==> src/rtl/ysyx_icache.sv <==
// Direct-mapped, register-based instruction cache. Hits complete in the request cycle;
// misses refill a 4-word line through sequential single-word bus reads.
module ysyx_icache #(
   parameter int ADDR_W   = 32,
   parameter int DATA_W   = 32,
   parameter int SET_BITS = 4
) (
   input  logic              clk,
   input  logic              rst,
   input  logic [ADDR_W-1:0] ifu_pc,
   input  logic              ifu_req,
   output logic [DATA_W-1:0] ifu_inst_o,
   output logic              ifu_valid_o,
   input  logic              fence_i,
   output logic [ADDR_W-1:0] bus_araddr_o,
   output logic              bus_arvalid_o,
   input  logic [DATA_W-1:0] bus_rdata,
   input  logic              bus_rvalid,
   output logic [31:0]       hit_cnt_o,
   output logic [31:0]       miss_cnt_o
);

   localparam int SETS  = 1 << SET_BITS;
   localparam int TAG_W = ADDR_W - 4 - SET_BITS;

   typedef enum logic [0:0] {
      IDLE = 1'b0,
      FILL = 1'b1
   } state_t;

   state_t              state_r;
   state_t              state_nxt_s;
   logic [SETS-1:0]     valid_r;
   logic [TAG_W-1:0]    tag_r  [SETS];
   logic [DATA_W-1:0]   data_r [SETS][4];
   logic [ADDR_W-1:0]   fill_addr_r;
   logic [1:0]          cnt_r;
   logic                fence_pend_r;
   logic [31:0]         hit_cnt_r;
   logic [31:0]         miss_cnt_r;

   logic [SET_BITS-1:0] index_s;
   logic [SET_BITS-1:0] fill_index_s;
   logic [1:0]          offset_s;
   logic [TAG_W-1:0]    tag_s;
   logic                hit_s;
   logic                miss_s;
   logic                beat_s;
   logic                fill_done_s;
   logic                unused_s;

   assign index_s      = ifu_pc[3+SET_BITS:4];
   assign offset_s     = ifu_pc[3:2];
   assign tag_s        = ifu_pc[ADDR_W-1:4+SET_BITS];
   assign fill_index_s = fill_addr_r[3+SET_BITS:4];
   assign unused_s     = ^ifu_pc[1:0];
   assign hit_cnt_o    = hit_cnt_r;
   assign miss_cnt_o   = miss_cnt_r;

   // Lookup, next-state and bus/IFU outputs
   always_comb begin
      state_nxt_s   = state_r;
      hit_s         = 1'b0;
      miss_s        = 1'b0;
      beat_s        = 1'b0;
      fill_done_s   = 1'b0;
      ifu_valid_o   = 1'b0;
      ifu_inst_o    = {DATA_W{1'b0}};
      bus_arvalid_o = 1'b0;
      bus_araddr_o  = {ADDR_W{1'b0}};
      case (state_r)
         IDLE: begin
            if (ifu_req && valid_r[index_s] && (tag_r[index_s] == tag_s) && !fence_i) begin
               hit_s       = 1'b1;
               ifu_valid_o = 1'b1;
               ifu_inst_o  = data_r[index_s][offset_s];
            end else if (ifu_req) begin
               miss_s      = 1'b1;
               state_nxt_s = FILL;
            end else begin
               state_nxt_s = IDLE;
            end
         end
         FILL: begin
            bus_arvalid_o = 1'b1;
            bus_araddr_o  = fill_addr_r + {{(ADDR_W-4){1'b0}}, cnt_r, 2'b00};
            beat_s        = bus_rvalid;
            if (bus_rvalid && (cnt_r == 2'd3)) begin
               fill_done_s = 1'b1;
               state_nxt_s = IDLE;
            end else begin
               state_nxt_s = FILL;
            end
         end
         default: begin
            state_nxt_s = IDLE;
         end
      endcase
   end

   // State register
   always_ff @(posedge clk) begin
      if (rst) begin
         state_r <= IDLE;
      end else begin
         state_r <= state_nxt_s;
      end
   end

   // Valid bits, fill bookkeeping, deferred fence and statistics
   always_ff @(posedge clk) begin
      if (rst) begin
         valid_r      <= {SETS{1'b0}};
         fill_addr_r  <= {ADDR_W{1'b0}};
         cnt_r        <= 2'd0;
         fence_pend_r <= 1'b0;
         hit_cnt_r    <= 32'd0;
         miss_cnt_r   <= 32'd0;
      end else begin
         if (hit_s) begin
            hit_cnt_r <= hit_cnt_r + 32'd1;
         end
         if (miss_s) begin
            miss_cnt_r  <= miss_cnt_r + 32'd1;
            fill_addr_r <= {ifu_pc[ADDR_W-1:4], 4'b0000};
            cnt_r       <= 2'd0;
         end else if (beat_s) begin
            cnt_r <= cnt_r + 2'd1;
         end
         // A fence seen during the fill also wipes the line just installed
         if (fill_done_s) begin
            fence_pend_r <= 1'b0;
            if (fence_pend_r || fence_i) begin
               valid_r <= {SETS{1'b0}};
            end else begin
               valid_r[fill_index_s] <= 1'b1;
            end
         end else if ((state_r == FILL) && fence_i) begin
            fence_pend_r <= 1'b1;
         end else if ((state_r == IDLE) && fence_i) begin
            valid_r <= {SETS{1'b0}};
         end
      end
   end

   // Line storage; contents are only ever read behind a set valid bit
   always_ff @(posedge clk) begin
      if (!rst && beat_s) begin
         data_r[fill_index_s][cnt_r] <= bus_rdata;
      end
      if (!rst && fill_done_s) begin
         tag_r[fill_index_s] <= fill_addr_r[ADDR_W-1:4+SET_BITS];
      end
   end

endmodule

==> config.mk <==
export PLATFORM = sky130hd
export DESIGN_NAME = ysyx_icache
export DESIGN_NICKNAME = d
export VERILOG_FILES = /design/src/rtl/ysyx_icache.sv
export SDC_FILE = /design/constraint.sdc
export NUM_CORES = 2
export LEC_CHECK = 0
export BUFFER_PORTS_ARGS = -buffer_cell sky130_fd_sc_hd__buf_2
export CAP_MARGIN = 30
export CORE_MARGIN = 5
export CORE_UTILIZATION = 30
export DETAILED_ROUTE_END_ITERATION = 6
export GPL_ROUTABILITY_DRIVEN = 0
export PLACE_DENSITY_LB_ADDON = 0.1
export SLEW_MARGIN = 20
export SYNTH_ARGS = -nofsm -noshare
export SYNTH_HDL_FRONTEND = slang
export SYNTH_SLANG_ARGS = --single-unit
==> constraint.sdc <==
create_clock -name clk -period 7.95 [get_ports clk]
set_input_delay 1.9875 -clock clk [delete_from_list [all_inputs] [get_ports clk]]
set_output_delay 1.9875 -clock clk [all_outputs]
set_load 0.005 [all_outputs]
# Yosys cells after proc, flatten, opt, wreduce, memory -nomap -nowiden
# Memories as Yosys holds them, arrays and structs flattened.
# Index checks and enable logic that the tools add are counted.
dict set report op_classes {
  n_eq_ne 3
  bitwise 4
  order_cmp 6
  muxes 31
  n_addsub 4
  reduce_logical 17
}
# cell count
set ops {}
lappend ops {{32-bit 2-to-1 mux} 6}
lappend ops {{128-bit 2-to-1 mux} 1}
lappend ops {{32-bit by 1-bit adder with 32-bit output (second input constant)} 2}
lappend ops {{32-bit binary-select mux with 2-bit select} 1}
lappend ops {{32-bit demux with 2-bit select} 1}
lappend ops {{16-bit 2-to-1 mux} 4}
lappend ops {{32-bit by 4-bit adder with 32-bit output} 1}
lappend ops {{24-bit equality test} 1}
lappend ops {{16-bit bitwise OR} 1}
lappend ops {{1-bit 2-to-1 mux} 15}
lappend ops {{1-bit logical AND} 10}
lappend ops {{4-bit by 5-bit < comparator with 1-bit output (second input constant)} 2}
lappend ops {{3-bit greater-or-equal comparator (second input constant)} 2}
lappend ops {{2-bit NOT with 3-bit output} 2}
lappend ops {{1-bit binary-select mux with 4-bit select} 1}
lappend ops {{1-bit demux with 4-bit select} 1}
lappend ops {{4-bit by 1-bit greater-or-equal comparator with 1-bit output (second input constant)} 1}
lappend ops {{2-bit OR reduction} 2}
lappend ops {{3-bit by 1-bit < comparator with 1-bit output (second input constant)} 1}
lappend ops {{2-bit by 1-bit adder with 2-bit output (second input constant)} 1}
lappend ops {{2-bit equality test (second input constant)} 1}
lappend ops {{1-bit logical NOT} 2}
lappend ops {{2-bit != test (second input constant)} 1}
lappend ops {{1-bit one-hot mux with 2 select lines} 1}
lappend ops {{4 further kinds} 4}
dict set report totals {
  n_memories 2
  ramBits 2432
  output_inout_bits 130
  ff_bits 112
  input_bits 69
}
# name depth word_bits rd rd_clocked_by_memory_dff wr line
set memory_table {}
lappend memory_table {data_r 16 128 1 0 1 35} ;# logic [DATA_W-1:0] data_r [SETS][4];
lappend memory_table {tag_r 16 24 1 0 1 34} ;# logic [TAG_W-1:0] tag_r [SETS];

# Logic depth before layout (Yosys ltp)
dict set report depth {
  word_depth 8
  depth_mapped 14
}

# Least setup slack after synthesis
# Ideal clock, no wire load.
dict set report synth_timing {
  kind {input port to output port}
  start {input ifu_pc[4]}
  end {output ifu_inst_o[10]}
  t_required_ns 5.963
  path_slack_ns 0.541
  t_arrival_ns 5.422
  path_stages 11
  cell_sequence {buf_4 buf_4 buf_4 buf_2 buf_2 clkbuf_1 clkbuf_1 mux4_2 mux4_2 mux4_2 nor2b_1}
}
dict set report synth_between {
  elab_chain_len 7
}
# item line
set synth_rtl {}
lappend synth_rtl {{from (decl)} 10} ;# input logic [ADDR_W-1:0] ifu_pc,
lappend synth_rtl {{parallel branches: the longest is 5 deep, another holds memory 16 x 24 bit} --}
lappend synth_rtl {{32-bit 2-to-1 mux (*)} 73} ;# if (ifu_req && valid_r[index_s] && (tag_r[index_s] == tag_s) && !fence_i) begin
lappend synth_rtl {{32-bit 2-to-1 mux (*)} 71} ;# case (state_r)
lappend synth_rtl {{to (decl)} 12} ;# output logic [DATA_W-1:0] ifu_inst_o,
# Every way passes the cells marked *. The select of a mux whose other input is x is not followed.

# Worst setup path in the final report
dict set report layout_timing {
  start {input ifu_pc[4]}
  end {output ifu_inst_o[0]}
}
# Same word-level chain as after synthesis.

==> metrics.yaml <==
r2r_end: "hit_cnt_o[4]"
syn_avg_cell_area_um2: 22.6
drc: 0
seq_area_frac_synth_pct: 76.4
clock-skew-final_ps: 42.7
rr_worst_depth: 12
chipWidth_um: 583
min_path_type: "reg2reg"
power_mw: 29.1
slew_viol_final: 0
dp_slack_ps: -287
ys_warn_count: 0
worst-path-buf-inv: 8
start_util_pct: 30.1
maxCapViolations: 0
dr_total_vias: 47900
nFillCells: 30100
cpMostUsedCell: "buf_12"
final_cell_count_no_fill: 9427
clockBufferDepth: 4
cts_tree: "yes"
ant_nets: 0
hold_depth: 2
final.min_clock_period_ps: 7740
crit_type: "in2out"
crit_family: "simple AND/OR/NAND/NOR gates"
grt_first_pass_wirelength_um: 420000
die_y_um: 583
hold_viol: 0
netlist_area_um2: 98500
coreArea_um2: 327000
cts.clk_slew.worst_paths_ps: 60
cts.sinks: 2544
port_buffers: 194
root_buffer: "clkbuf_16"
slowest_delay_ps: 700
grt_antenna_before_repair: 25
r2r_slack_ps: 3770
critPathLaunchType: "input port"
die_area_um2: 340000
final_area_um2: 117000
crit_cells: 16
rsz0062_at_grt: "false"
vias_per_cell: 5.08
async_flop_share_pct: 0
setup_tns_ps: 0
post-route-util_pct: 35.7
synth-edff-count: 2432
drt_iter0_drc: 4199
finish.net_count: 4928
grt_max_degree: 114
overflow: 0
r2r_start: "tag_r[6][4]"
grt.total_usage_pct: 17.6
end_kind: "output pin"
ys_seq_elements: 2544
p_leak_nw: 36.4
vdd_drop_max_uv: 165
place_hpwl_um: 169000
ios: 199
crit_path_top_delay_cell: "or4_4"
place_inst: 8882
clock_latency_ps: 880
powerDensity_nw_per_um2: 249
max_freq_ghz: 0.129
slew_headroom_pct: 30.5
status: "finished clean"
firstDrtPassIters: 5
drive_gt1_share_pct: 33.3
ctsHtreeMaxLevel: 5
setup_viol: 0
wl_um: 305000
worstMarginPinSlew_ps: 1040
period_share_pct: 97.4
areaGrowthSynthToFinish_pct: 18.4
synthCells: 4363
hold_buffers: 0
cts_made_buffers: 295
cp_cell_sequence: "buf_12 > buf_16 > buf_12 > buf_12 > mux4_2 > mux2i_2 > xnor2_1 > nor4_1 > buf_4 > o2111ai_1 > or3_4 > or4_4 > buf_6 > buf_4 > nor2b_1 > buf_2"
std_cell_rows: 210
hold_path_startpoint: "valid_r[3]"
worst_hold_path.endpoint: "valid_r[3]"
placed_area_um2: 107000
timing.critical_path.fanout_max: 10
cp.arrival_ps: 5750
cp.required_ps: 5960
ys_dominant_reg_cell: "edfxtp_1"
grt_pass1_vias: 49500
worst_hold_slack_ps: 458
finalWorstSetupSlack_ps: 211
yosysUniqueCellTypes: 66
wl_per_cell_um: 32.4
[Yosys cell counts, types with 3 or more instances]
| library cell | n | share of area [%] |
|---|---|---|
| a21o_1 | 5 | 0.038 |
| a21oi_1 | 90 | 0.46 |
| a22oi_1 | 7 | 0.053 |
| a311oi_1 | 8 | 0.071 |
| a31o_2 | 5 | 0.044 |
| a31oi_1 | 4 | 0.025 |
| a32oi_1 | 10 | 0.089 |
| and2_0 | 3 | 0.019 |
| and2_1 | 38 | 0.24 |
| and3_1 | 17 | 0.11 |
| and4_1 | 5 | 0.044 |
| buf_1 | 52 | 0.20 |
| buf_2 | 27 | 0.14 |
| buf_4 | 13 | 0.099 |
| clkbuf_1 | 152 | 0.58 |
| dfxtp_1 | 112 | 2.3 |
| edfxtp_1 | 2432 | 74 |
| ha_1 | 6 | 0.076 |
| inv_1 | 17 | 0.065 |
| mux2_2 | 6 | 0.069 |
| mux2i_1 | 76 | 0.77 |
| mux4_2 | 760 | 17 |
| nand2_1 | 54 | 0.21 |
| nand2b_1 | 11 | 0.070 |
| nand3_1 | 34 | 0.17 |
| nand3b_1 | 31 | 0.24 |
| nand4_1 | 17 | 0.11 |
| nand4b_1 | 6 | 0.053 |
| nor2_1 | 120 | 0.46 |
| nor2b_1 | 48 | 0.30 |
| nor3_1 | 5 | 0.025 |
| nor4_1 | 6 | 0.038 |
| o21ai_0 | 60 | 0.30 |
| o22ai_1 | 4 | 0.025 |
| o31ai_1 | 16 | 0.12 |
| or2_2 | 3 | 0.019 |
| or3_1 | 17 | 0.11 |
| or4_1 | 19 | 0.14 |
| xnor2_1 | 25 | 0.22 |
| xor2_1 | 8 | 0.071 |
[worst max-delay path by stage]
| stage | from | to | slack [ps] |
|---|---|---|---|
| after floorplan | ifu_pc[4] | ifu_inst_o[10] | 540 |
| after global placement | ifu_pc[4] | ifu_inst_o[30] | -320 |
| after detailed placement | ifu_pc[4] | ifu_inst_o[30] | -290 |
| after CTS | ifu_pc[4] | ifu_inst_o[17] | 10 |
| after global routing | ifu_pc[4] | ifu_inst_o[30] | 20 |
| final | ifu_pc[4] | ifu_inst_o[0] | 210 |
[placed cells by master (no fill, tap or decap), types with 7 or more instances in the layout]
master,synthesis,final
inv_1,17,17
a32oi_1,10,10
nand4_1,17,17
nand2b_1,11,11
o31ai_1,16,16
or4_1,19,19
a22oi_1,7,7
dfxtp_1,112,111
nand2_1,54,54
buf_16,0,21
inv_6,0,11
nor2_4,0,80
nand3_1,34,34
buf_12,0,51
bufinv_16,0,16
a311oi_1,8,8
edfxtp_1,2432,2432
clkbuf_16,0,302
nand3b_1,31,31
and3_1,17,17
mux4_2,760,760
or3_1,17,17
o21ai_0,60,60
clkinv_1,0,62
mux2i_1,76,74
a21oi_1,90,90
xor2_1,8,8
and2_1,38,38
diode_2,0,9
buf_2,27,183
clkinvlp_4,0,7
xnor2_1,25,25
buf_4,13,178
nor2_1,120,40
clkinv_2,0,32
clkbuf_8,0,7
clkbuf_1,152,69
nor2b_1,48,48
[registers in the layout (all words and copies together) (netlist names)]
register and count:
data_r 2048, tag_r 384, hit_cnt_o 32, miss_cnt_o 32, fill_addr_r 28, valid_r 16, cnt_r 2, fence_pend_r 1
state_r 1
[where the power goes]
group	switching [mW]	internal (mW)
registers	0.0392	14.7
clock network	5.46	7.56
logic	0.753	0.561
[layout make-up]
class	instances	area (µm²)	area share, %
diodes	9	22.5	0.0193
clock buffers	379	7920	6.79
clock inverters	137	1200	1.03
inverters	18	67.6	0.0579
multi-input cells	1555	22800	19.5
flip-flops and latches	2544	75300	64.5
well taps	4346	5440	4.66
repair buffers	439	3950	3.38
[kinds of logic (layout without fill, tap and decap cells)]
kind of cell               Yosys count  in the layout  share of synthesized area, %
DFF                               2544           2544                          76.4
muxes                              843            843                          18.2
and+or+nand+nor                    444            444                          2.46
buffers and inverters              265            973                          1.11
AOI/OAI and AO/OA                  227            227                          1.39
xor gates and xnor gates            33             33                         0.293
adders and majority gates            6              6                        0.0762
other                                1             11                       0.00381
[tightest hold or removal path: cells and delay by family, from the launching register on]
| family | cells | cell delay, ps |
|---|---|---|
| AOI/OAI and AO/OA | 1 | 50 |
| and+or+nand+nor | 1 | 50 |
| DFF | 1 | 310 |
[timing repair]
| item | 4_1_cts | 5_1_grt |
|---|---|---|
| setup endpoints to repair | 29 | 18 |
| hold endpoints to repair | 0 | 0 |
| buffers inserted | 3 | 1 |
| gates resized for setup | 6 | 8 |
| pin swaps | 2 | 5 |
| cloned | 3 | 0 |
[per-layer routing]
layer,vias to the layer above,wire length [µm],global-route usage [%]
met1,26800,137000,25.0
met3,362,12600,2.20
li1,19600,-,-
met5,-,47,0
met4,8,7110,4.21
met2,1113,149000,29.1
Power figures use the tool's default switching activity.
